`src/rtl/data_mem_arbiter.sv`:
```
// Round-robin two-port arbiter and sequencer in front of a single-port, word-wide data memory.
// Sub-word stores become a read-modify-write pair because the memory only accepts whole words.
module data_mem_arbiter #(
    parameter int MEM_ADDR_BITS = 12
) (
    input  logic        clk,
    input  logic        rst_n,
    input  logic [1:0]  req_valid,
    output logic [1:0]  req_ready,
    input  logic [1:0]  req_we,
    input  logic [7:0]  req_be,
    input  logic [63:0] req_addr,
    input  logic [63:0] req_wdata,
    output logic [1:0]  rsp_valid,
    output logic [31:0] rsp_rdata,
    output logic        mem_write_en,
    output logic [31:0] mem_addr,
    output logic [31:0] mem_write_data,
    input  logic [31:0] mem_read_data
);

    // state | meaning
    // IDLE  | accepting new requests
    // RD    | read data returning from memory
    // RMW   | old word returning; merged word written this cycle
    typedef enum logic [1:0] {S_IDLE, S_RD, S_RMW} state_t;

    state_t                   state_q, state_d;
    logic                     last_q, last_d;
    logic                     id_q, id_d;
    logic [MEM_ADDR_BITS-1:0] widx_q, widx_d;
    logic [3:0]               be_q, be_d;
    logic [31:0]              wdata_q, wdata_d;
    logic [1:0]               rsp_valid_q, rsp_valid_d;
    logic [31:0]              rsp_rdata_q, rsp_rdata_d;

    logic                     gnt_id;
    logic                     accept;
    logic                     sel_we;
    logic [3:0]               sel_be;
    logic [31:0]              sel_addr;
    logic [31:0]              sel_wdata;
    logic [MEM_ADDR_BITS-1:0] sel_widx;
    logic [31:0]              merged;
    logic                     unused_addr_bits;

    always_comb begin
        gnt_id = 1'b0;
        case (req_valid)
            2'b01:   gnt_id = 1'b0;
            2'b10:   gnt_id = 1'b1;
            2'b11:   gnt_id = ~last_q;
            default: gnt_id = 1'b0;
        endcase
    end

    // Gating with rst_n keeps req_ready low while reset is held.
    assign accept    = (state_q == S_IDLE) && rst_n && (|req_valid);
    assign sel_we    = req_we[gnt_id];
    assign sel_be    = gnt_id ? req_be[7:4]      : req_be[3:0];
    assign sel_addr  = gnt_id ? req_addr[63:32]  : req_addr[31:0];
    assign sel_wdata = gnt_id ? req_wdata[63:32] : req_wdata[31:0];
    assign sel_widx  = sel_addr[MEM_ADDR_BITS+1:2];

    assign unused_addr_bits = ^{sel_addr[31:MEM_ADDR_BITS+2], sel_addr[1:0]};

    always_comb begin
        merged = '0;
        for (int k = 0; k < 4; k++) begin
            merged[8*k +: 8] = be_q[k] ? wdata_q[8*k +: 8] : mem_read_data[8*k +: 8];
        end
    end

    always_comb begin
        state_d        = state_q;
        last_d         = last_q;
        id_d           = id_q;
        widx_d         = widx_q;
        be_d           = be_q;
        wdata_d        = wdata_q;
        rsp_valid_d    = '0;
        rsp_rdata_d    = rsp_rdata_q;
        req_ready      = '0;
        mem_write_en   = 1'b0;
        mem_addr       = '0;
        mem_write_data = '0;

        case (state_q)
            S_IDLE: begin
                if (accept) begin
                    req_ready[gnt_id] = 1'b1;
                    last_d            = gnt_id;
                    id_d              = gnt_id;
                    if (!sel_we) begin
                        mem_addr = 32'(sel_widx);
                        state_d  = S_RD;
                    end else if (sel_be == 4'hF) begin
                        mem_write_en        = 1'b1;
                        mem_addr            = 32'(sel_widx);
                        mem_write_data      = sel_wdata;
                        rsp_valid_d[gnt_id] = 1'b1;
                        rsp_rdata_d         = '0;
                    end else if (sel_be == 4'h0) begin
                        rsp_valid_d[gnt_id] = 1'b1;
                        rsp_rdata_d         = '0;
                    end else begin
                        mem_addr = 32'(sel_widx);
                        widx_d   = sel_widx;
                        be_d     = sel_be;
                        wdata_d  = sel_wdata;
                        state_d  = S_RMW;
                    end
                end
            end
            S_RD: begin
                rsp_valid_d[id_q] = 1'b1;
                rsp_rdata_d       = mem_read_data;
                state_d           = S_IDLE;
            end
            S_RMW: begin
                mem_write_en      = 1'b1;
                mem_addr          = 32'(widx_q);
                mem_write_data    = merged;
                rsp_valid_d[id_q] = 1'b1;
                rsp_rdata_d       = '0;
                state_d           = S_IDLE;
            end
            default: begin
                state_d = S_IDLE;
            end
        endcase
    end

    always_ff @(posedge clk or negedge rst_n) begin
        if (!rst_n) begin
            state_q     <= S_IDLE;
            last_q      <= 1'b1;
            id_q        <= 1'b0;
            widx_q      <= '0;
            be_q        <= '0;
            wdata_q     <= '0;
            rsp_valid_q <= '0;
            rsp_rdata_q <= '0;
        end else begin
            state_q     <= state_d;
            last_q      <= last_d;
            id_q        <= id_d;
            widx_q      <= widx_d;
            be_q        <= be_d;
            wdata_q     <= wdata_d;
            rsp_valid_q <= rsp_valid_d;
            rsp_rdata_q <= rsp_rdata_d;
        end
    end

    assign rsp_valid = rsp_valid_q;
    assign rsp_rdata = rsp_rdata_q;

endmodule

```
`config.mk`:
```
export PLATFORM = sky130hd
export DESIGN_NAME = data_mem_arbiter
export DESIGN_NICKNAME = d
export VERILOG_FILES = /design/src/rtl/data_mem_arbiter.sv
export SDC_FILE = /design/constraint.sdc
export NUM_CORES = 1
export LEC_CHECK = 0
export CAP_MARGIN = 20
export CELL_PAD_IN_SITES_DETAIL_PLACEMENT = 1
export CELL_PAD_IN_SITES_GLOBAL_PLACEMENT = 2
export CORE_MARGIN = 5
export CORE_UTILIZATION = 25
export CTS_BUF_LIST = sky130_fd_sc_hd__clkbuf_8
export DETAILED_ROUTE_END_ITERATION = 12
export PLACE_DENSITY = 0.86
export SLEW_MARGIN = 20
export SYNTH_ARGS = -nofsm -noshare
export SYNTH_HDL_FRONTEND = slang
export SYNTH_SLANG_ARGS = --single-unit
export TNS_END_PERCENT = 100
```
`constraint.sdc`:
```
create_clock -name clk -period 3.7 [get_ports clk]
set_input_delay 0.555 -clock clk [delete_from_list [all_inputs] [get_ports clk]]
set_output_delay 0.555 -clock clk [all_outputs]
set_load 0.02 [all_outputs]
```
## Yosys cells after proc, flatten, opt, wreduce, memory -nomap -nowiden

Cells that the tools add are included.

| operators by class | value |
|---|---|
| order comparisons | 4 |
| equal/unequal tests | 10 |
| mux-type cells | 44 |
| bitwise gates (word level) | 3 |
| reductions and logical operators | 13 |

Operators by type and width:

| kind | count |
|---|---|
| 32-bit 2-to-1 mux | 8 |
| 32-bit case mux with 3 select lines | 1 |
| 32-bit case mux with 2 select lines | 1 |
| 12-bit 2-to-1 mux | 4 |
| 8-bit 2-to-1 mux | 4 |
| 12-bit case mux with 2 select lines | 1 |
| 2-bit 2-to-1 mux | 11 |
| 14-bit 2-to-1 mux | 1 |
| 1-bit 2-to-1 mux | 7 |
| 2-bit == test, second input constant | 3 |
| 3-bit inequality test, second input constant | 2 |
| 5-bit AND reduction | 1 |
| 4-bit == test, second input constant | 1 |
| 1-bit logical AND | 4 |
| 4-bit logical NOT | 1 |
| 1-bit by 2-bit < comparator with 1-bit output, second input constant | 2 |
| 4-bit 2-to-1 mux | 1 |
| 2-bit inequality test, second input constant | 2 |
| 1-bit case mux with 2 select lines | 2 |
| 2-bit case mux with 2 select lines | 1 |
| 4-bit AND reduction | 1 |
| 2-bit OR reduction | 2 |
| 3-bit by 1-bit inequality test with 1-bit output, second input constant | 1 |
| 1-bit inverter | 3 |
| 7 further kinds | 9 |

| word-level totals | value |
|---|---|
| bits in registers | 86 |
| input bits | 174 |
| output and inout port bits | 101 |

## Longest topological paths before layout

Gate-level depths: netlist of run 1.

| depth | value |
|---|---|
| depth after elaboration | 11 |
| gate-level depth with buffers | 8 |
| gate-level depth less buffers | 6 |

## Worst setup path before layout of run 1

OpenSTA, ideal clock, no wires.

| timing path | value |
|---|---|
| kind | input port to output port |
| start point | in req_valid[1] |
| end point | out mem_addr[10] |
| arrival | 2.031 ns |
| setup slack | 1.114 ns |
| cell stages on the path | 6 |
| buffers on the path | 2 |
| cells stage by stage | a21boi_2 > buf_6 > mux2i_2 > o21ai_0 > clkbuf_1 > o21ai_0 |

| between the ends | value |
|---|---|
| cells in the longest elaborated chain, start to end | 9 |
| elaborated cells between the ends (all ways) | 16 |

RTL lines:

| element | line | RTL |
|---|---|---|
| start: declaration | 8 | `input logic [1:0] req_valid,` |
| 2-bit == test | 49 | `case (req_valid)` |
| 1-bit case mux with 2 select lines | 49 |  |
| 4-bit 2-to-1 mux | 60 | `assign sel_be = gnt_id ? req_be[7:4] : req_be[3:0];` |
| 4-bit logical NOT | 103 | `end else if (sel_be == 4'h0) begin` |
| 12-bit 2-to-1 mux | 103 |  |
| 12-bit 2-to-1 mux | 97 | `end else if (sel_be == 4'hF) begin` |
| 12-bit 2-to-1 mux | 94 | `if (!sel_we) begin` |
| 12-bit 2-to-1 mux (*) | 90 | `if (accept) begin` |
| 12-bit case mux with 2 select lines (*) | 88 | `case (state_q)` |
| end: declaration | 17 | `output logic [31:0] mem_addr,` |

Mark *: on every way between the ends. The rest lies on a longest branch, timed or not. The select of a mux whose other input is x is not followed.

## Worst setup path after layout of run 1

| timing path | value |
|---|---|
| start point | in req_valid[1] |
| end point | out mem_addr[11] |

Same word-level chain as after synthesis.

==> impl_metrics.json, run 1 <==
{
  "grt_max_degree": 56,
  "port_buffers": 214,
  "postCtsSetupBuffers": 0,
  "fin_skew_ns": 0.0158,
  "setup.worst_path.class": "primary input to output pin",
  "hpwl_um": 14000,
  "start_kind": "primary input",
  "firstDrtPassIters": 4,
  "worstPathCellList": "clkdlybuf4s50_1, a21boi_4, buf_4, mux2i_1, o21ai_1, buf_4, o21ai_0, clkdlybuf4s50_1",
  "power.density_nw_per_um2": 630,
  "clkLatencyLatePin_ns": 0.38,
  "syn_area_um2": 5430,
  "p_switching_mw": 2.23,
  "synth_ff_type": "dfrtp_1",
  "diodes": 0,
  "max_freq_mhz": 287,
  "drt-total-wl_um": 19100,
  "finalHoldViolCount": 0,
  "setup_tns_ns": 0,
  "placed_area_um2": 7830,
  "end_kind": "output pin",
  "switching_share_pct": 44.0,
  "drtAntennaViolNets": 0,
  "clk_pin_slew_ns": 0.10,
  "finalPower_mw": 5.06,
  "routed-via-count": 4825,
  "grt_usage_pct": 15.1,
  "relSlewSlack_pct": 46.2,
  "met1_usage_pct": 18.4,
  "finalSetupViolations": 0,
  "cts-buffers-inserted": 9,
  "grt_pass1_wl_um": 29100,
  "peakVddDrop_mv": 0.290,
  "netlist.area_leader.share_pct": 39.2,
  "row_count": 54,
  "syn-mean-instance-area_um2": 9.32,
  "status": "finished clean",
  "htreeDepth": 3,
  "p_int_mw": 2.83,
  "fin_area_um2": 8030,
  "fin_ws_ns": 0.221,
  "slew_violations": 0,
  "top_usage_layer": "met2",
  "synth.area.top_cells": "dfrtp_1 39%, mux2i_1 17%, o32ai_2 9.0%",
  "die_w_um": 157,
  "critical_path.top_delay_family": "buffers and inverters",
  "netlist_instances": 582,
  "rsz0062_at_grt": "false",
  "antenna_found_initial": 0,
  "gp_congestion": 0.733,
  "cp.required_ns": 3.14,
  "coreArea_um2": 21600,
  "dp_slack_ns": 0.122,
  "synth_top_area_cell": "dfrtp_1",
  "use_met2_pct": 26.3,
  "synth_cell_types": 39,
  "crit_arrival_ns": 2.92,
  "clock_path_buffers": 2,
  "cp_num_buf_inv": 4,
  "cts_tree": "built",
  "syn2layout_area_growth_pct": 48.0,
  "synth_edf_count": 0,
  "power_frac_comb_pct": 54.0,
  "start_util_pct": 25.1,
  "n_fill_cell": 2523,
  "route.detailed.drc": 0,
  "clock_power_share_pct": 13.5,
  "max_stage_delay_ns": 0.66,
  "p_leak_nw": 3.73,
  "gr-usage-met3_pct": 4.21,
  "ioPinCount": 275,
  "dr.first_iter.drc_count": 141,
  "root_buffer": "clkbuf_8",
  "post-route-min-period_ns": 3.48,
  "die_height_um": 157,
  "grt-ovfl-total": 0,
  "yosysWarnings": 0,
  "cts-resized-gates": 0,
  "min_path_type": "primary input to async pin",
  "wire_per_inst_um": 17.8,
  "ys_seq_elements": 86,
  "fp.dieArea_um2": 24800,
  "synth_seq_area_share_pct": 39.7,
  "ctsHoldBuffers": 0,
  "cp_max_fo": 12,
  "clock-sinks": 86,
  "final_nets": 961,
  "crit_slowest_cell": "clkdlybuf4s50_1",
  "drv_cap": 0,
  "period_share_pct": 94.0,
  "via_per_inst": 4.52,
  "hold_ws_ns": 0.251,
  "grt_pass1_vias": 5149,
  "synthArstFlopShare_pct": 100,
  "drive_gt1_share_pct": 10.7,
  "worst_pin_slew_ns": 0.807,
  "p_seq_share_pct": 32.5
}
-- cells in the mapped netlist (all sizes together), types with 2 or more instances --
cell	n
nor4	2
mux2	9
nand2	109
a21oi	3
ha	4
o21ai	79
a21o	2
inv	78
nand4	2
clkbuf	24
mux2i	91
dfrtp	85
buf	38
and2	2
o211ai	2
nand2b	3
o32ai	32
-- sequential cells by signal (all words and copies together) (netlist names) --
name	flops
rsp_rdata	32
wdata_q	32
widx_q	12
be_q	4
rsp_valid	2
state_q	2
id_q	1
last_q	1
-- area by class of cell --
| class | instances | area [um^2] | share of cell area [%] |
|---|---|---|---|
| sequential | 86 | 2150 | 26.8 |
| inverter | 78 | 293 | 3.65 |
| clock buffer | 9 | 124 | 1.54 |
| multi-input combinational | 375 | 2710 | 33.8 |
| timing repair buffer | 233 | 2330 | 29.0 |
| tap | 280 | 350 | 4.36 |
| clock inverter | 7 | 66.3 | 0.826 |
-- logic make-up after synthesis --
logic type               synth area share [%]
buffers and inverters                    12.1
adder cells (fa/ha/maj)                 0.922
other                                  0.0691
AND/OR/NAND/NOR                          10.4
flip-flops                               39.7
multiplexers                             18.7
AO/OA/AOI/OAI                            18.2
-- final timing paths --
kind	endpoint	slack (ns)	cells past startpoint	from
worst max-delay path	mem_addr[11]	0.22	8	req_valid[1]
worst min-delay path	wdata_q[10]	0.25	2	rst_n
worst max register to register	be_q[0]	1.28	7	last_q
worst min register to register	id_q	0.52	1	id_q
max in group asynchronous	be_q[0]	2.29	3	rst_n
min in group clk	id_q	0.52	1	id_q
-- power by group through the flow --
stage	logic (mW)	clock network [mW]	registers [mW]
after floorplan	1.63	0	1.64
after global placement	2.72	0	1.65
after detailed placement	2.77	0	1.67
after CTS	2.78	0.714	1.65
after global routing	3.00	0.752	1.71
final	2.73	0.685	1.64
-- layer usage --
metal	share of wire, %	vias to the layer above
met5	0	-
met4	1.0	0
met3	8.1	12
met2	49	147
met1	42	2355
li1	-	2311
-- worst register-to-register path, delay by kind of cell (launching register included) --
family | cells | cell delay, ns
multiplexers | 1 | 0.37
AO/OA/AOI/OAI | 2 | 0.47
buffers and inverters | 3 | 0.62
flip-flops | 1 | 0.58
AND/OR/NAND/NOR | 1 | 0.25
-- stage by stage --
step                util [%]  std cells
global route            37.1       1068
detailed placement      36.2       1050
finish                  37.1       1068
floorplan                  -        601
global placement        36.2       1050
CTS                     37.1       1066
-- placed cells by master (no fill, tap or decap), types with 2 or more instances in the layout --
master and count:
dfrtp_1 85, clkbuf_8 9, mux2_2 9, buf_4 16
o21ai_0 78, conb_1 20, and2_1 2, mux2i_1 90
inv_1 80, a21oi_1 3, o32ai_1 2, clkinvlp_4 2
buf_12 4, nand4_1 2, ha_1 3, o32ai_2 30
nand2_1 109, nand2b_1 2, clkdlybuf4s50_1 213, o211ai_1 2
a21o_1 2
(Power assumes the default switching activity.)
==> inputs of run 2 (changes only) <==
--- a/config.mk
+++ b/config.mk
@@ -5,7 +5,7 @@
 export SDC_FILE = /design/constraint.sdc
 export NUM_CORES = 1
 export LEC_CHECK = 0
-export CAP_MARGIN = 20
+export CAP_MARGIN = 5
 export CELL_PAD_IN_SITES_DETAIL_PLACEMENT = 1
 export CELL_PAD_IN_SITES_GLOBAL_PLACEMENT = 2
 export CORE_MARGIN = 5
==> results of run 2 <==
No change in the layout: final DEF, timing and power equal those of run 1.
==> inputs of run 3 (changes only) <==
--- a/config.mk
+++ b/config.mk
@@ -9,10 +9,10 @@
 export CELL_PAD_IN_SITES_DETAIL_PLACEMENT = 1
 export CELL_PAD_IN_SITES_GLOBAL_PLACEMENT = 2
 export CORE_MARGIN = 5
-export CORE_UTILIZATION = 25
+export CORE_UTILIZATION = 23
 export CTS_BUF_LIST = sky130_fd_sc_hd__clkbuf_8
 export DETAILED_ROUTE_END_ITERATION = 12
-export PLACE_DENSITY = 0.86
+export PLACE_DENSITY = 0.8
 export SLEW_MARGIN = 20
 export SYNTH_ARGS = -nofsm -noshare
 export SYNTH_HDL_FRONTEND = slang
==> constraint.sdc (replaced) <==
create_clock -name clk -period 3.3 [get_ports clk]
set_input_delay 0.495 -clock clk [delete_from_list [all_inputs] [get_ports clk]]
set_output_delay 0.495 -clock clk [all_outputs]
set_load 0.02 [all_outputs]
==> impl_metrics.json, run 3 (synthesis gave the netlist of run 1 again) <==
{
  "grt_usage_pct": 14.5,
  "route.detailed.drc": 0,
  "via_per_inst": 4.40,
  "port_buffers": 214,
  "slew_violations": 0,
  "dr.first_iter.drc_count": 133,
  "period_share_pct": 93.3,
  "grt_pass1_vias": 5320,
  "cp_max_fo": 27,
  "fin_skew_ns": 0.0109,
  "setup.worst_path.class": "primary input to output pin",
  "drtAntennaViolNets": 0,
  "status": "finished clean",
  "fin_area_um2": 8310,
  "firstDrtPassIters": 4,
  "cp_num_buf_inv": 4,
  "routed-via-count": 4959,
  "die_w_um": 164,
  "row_count": 56,
  "cp-startpoint": "req_valid[1]",
  "cp.required_ns": 2.80,
  "finalHoldViolCount": 0,
  "drv_cap": 0,
  "cts-buffers-inserted": 9,
  "crit_arrival_ns": 2.58,
  "gp_congestion": 0.725,
  "drive_gt1_share_pct": 13.3,
  "die_height_um": 164,
  "cts_tree": "built",
  "wire_per_inst_um": 17.2,
  "r2r_start": "last_q",
  "start_kind": "primary input",
  "diodes": 0,
  "most-common-layout-cells": "168 x clkdlybuf4s50_1, 109 x nand2_1, 89 x mux2i_1, 85 x dfrtp_1, 79 x inv_1",
  "hpwl_um": 14500,
  "clock-sinks": 86,
  "placed_area_um2": 8050,
  "min_path_type": "primary input to async pin",
  "layout_commonest_cell": "clkdlybuf4s50_1",
  "grt_max_degree": 63,
  "max_stage_delay_ns": 0.50,
  "clock_path_buffers": 2,
  "coreArea_um2": 23300,
  "start_util_pct": 23.3,
  "post-route-min-period_ns": 3.08,
  "end_kind": "output pin",
  "cp-endpoint": "mem_write_data[31]",
  "ff_latch_area_um2": 2150,
  "fp.dieArea_um2": 26800,
  "r2r_end": "be_q[1]",
  "rsz0062_at_grt": "false",
  "grt_pass1_wl_um": 30300,
  "worstPathCellList": "clkdlybuf4s50_1, a21boi_4, buf_4, mux2_2, nand3_2, buf_12, o21ai_0, dlygate4sd2_1",
  "root_buffer": "clkbuf_8",
  "power.density_nw_per_um2": 687,
  "critical_path_depth": 8,
  "critical_path.top_delay_family": "buffers and inverters",
  "htreeDepth": 3,
  "crit_slowest_cell": "clkdlybuf4s50_1",
  "hold_ws_ns": 0.129,
  "drt-total-wl_um": 19300,
  "syn2layout_area_growth_pct": 53.1,
  "n_fill_cell": 2743,
  "ff2ff_path_depth": 6,
  "max_freq_mhz": 325,
  "p_leak_nw": 4.36,
  "finalSetupViolations": 0,
  "antenna_found_initial": 3,
  "relSlewSlack_pct": 42.8,
  "peakVddDrop_mv": 0.290,
  "clkLatencyLatePin_ns": 0.36,
  "regToRegSetupSlack_ns": 1.05,
  "ioPinCount": 275,
  "final_nets": 980,
  "clk_pin_slew_ns": 0.09,
  "multiInputGateArea_um2": 2720,
  "grt-ovfl-total": 0,
  "worst_pin_slew_ns": 0.858
}
run 3: worst min-delay path by stage:
| stage | to | slack (ns) | depth (start not counted) |
|---|---|---|---|
| final | wdata_q[0] | 0.13 | 2 |
| after CTS | wdata_q[0] | 0.11 | 2 |
| after detailed placement | id_q | 0.50 | 1 |
| after global placement | id_q | 0.49 | 1 |
| after global routing | wdata_q[0] | 0.13 | 2 |
| after floorplan | be_q[0] | 0.20 | 0 |
run 3: area by class of cell:
| type | instances | area share (%) |
|---|---|---|
| tap | 319 | 4.80 |
| sequential | 86 | 25.9 |
| clock buffer | 10 | 1.66 |
| multi-input combinational | 375 | 32.8 |
| timing repair buffer | 252 | 30.6 |
| clock inverter | 6 | 0.753 |
| inverter | 78 | 3.52 |
run 3: stage by stage:
step / TNS, ns / setup WS, ns / util, % / std cells / power, mW
after floorplan: 0 / 0.834 / - / 601 / 3.67
after global placement: -0.266 / -0.0379 / 34.5 / 1108 / 5.02
after detailed placement: -1.39 / -0.0776 / 34.5 / 1108 / 5.10
after CTS: 0 / 0.000316 / 35.3 / 1126 / 5.87
after global routing: 0 / 0.0841 / 35.6 / 1126 / 6.20
final: 0 / 0.221 / 35.6 / 1126 / 5.71
run 3: metal layers:
layer,up-vias,GRT usage (%),routed length [um]
li1,2357,-,-
met1,2427,18.0,8250
met2,155,24.6,9360
met3,16,4.49,1530
met4,4,3.43,174
met5,-,0,21
run 3: worst register-to-register path: stages, from the launching register on:
cell and delay, ns:
dfstp_2 0.58, a21boi_4 0.09, buf_4 0.17, and3b_1 0.25, o211ai_1 0.37, buf_12 0.31
mux2_2 0.38
run 3: repair_timing:
item	4_1_cts	5_1_grt
hold endpoints to repair	0	0
gates resized for setup	20	27
hold buffers	0	0
endpoints found under the setup margin	35	26
buffers inserted	2	0
run 3: power by group:
group	total, mW	switching, mW	leakage, nW	internal, mW
clock	0.774	0.405	0.0997	0.368
sequential	1.85	0.351	1.06	1.49
combinational	3.09	1.74	3.20	1.35
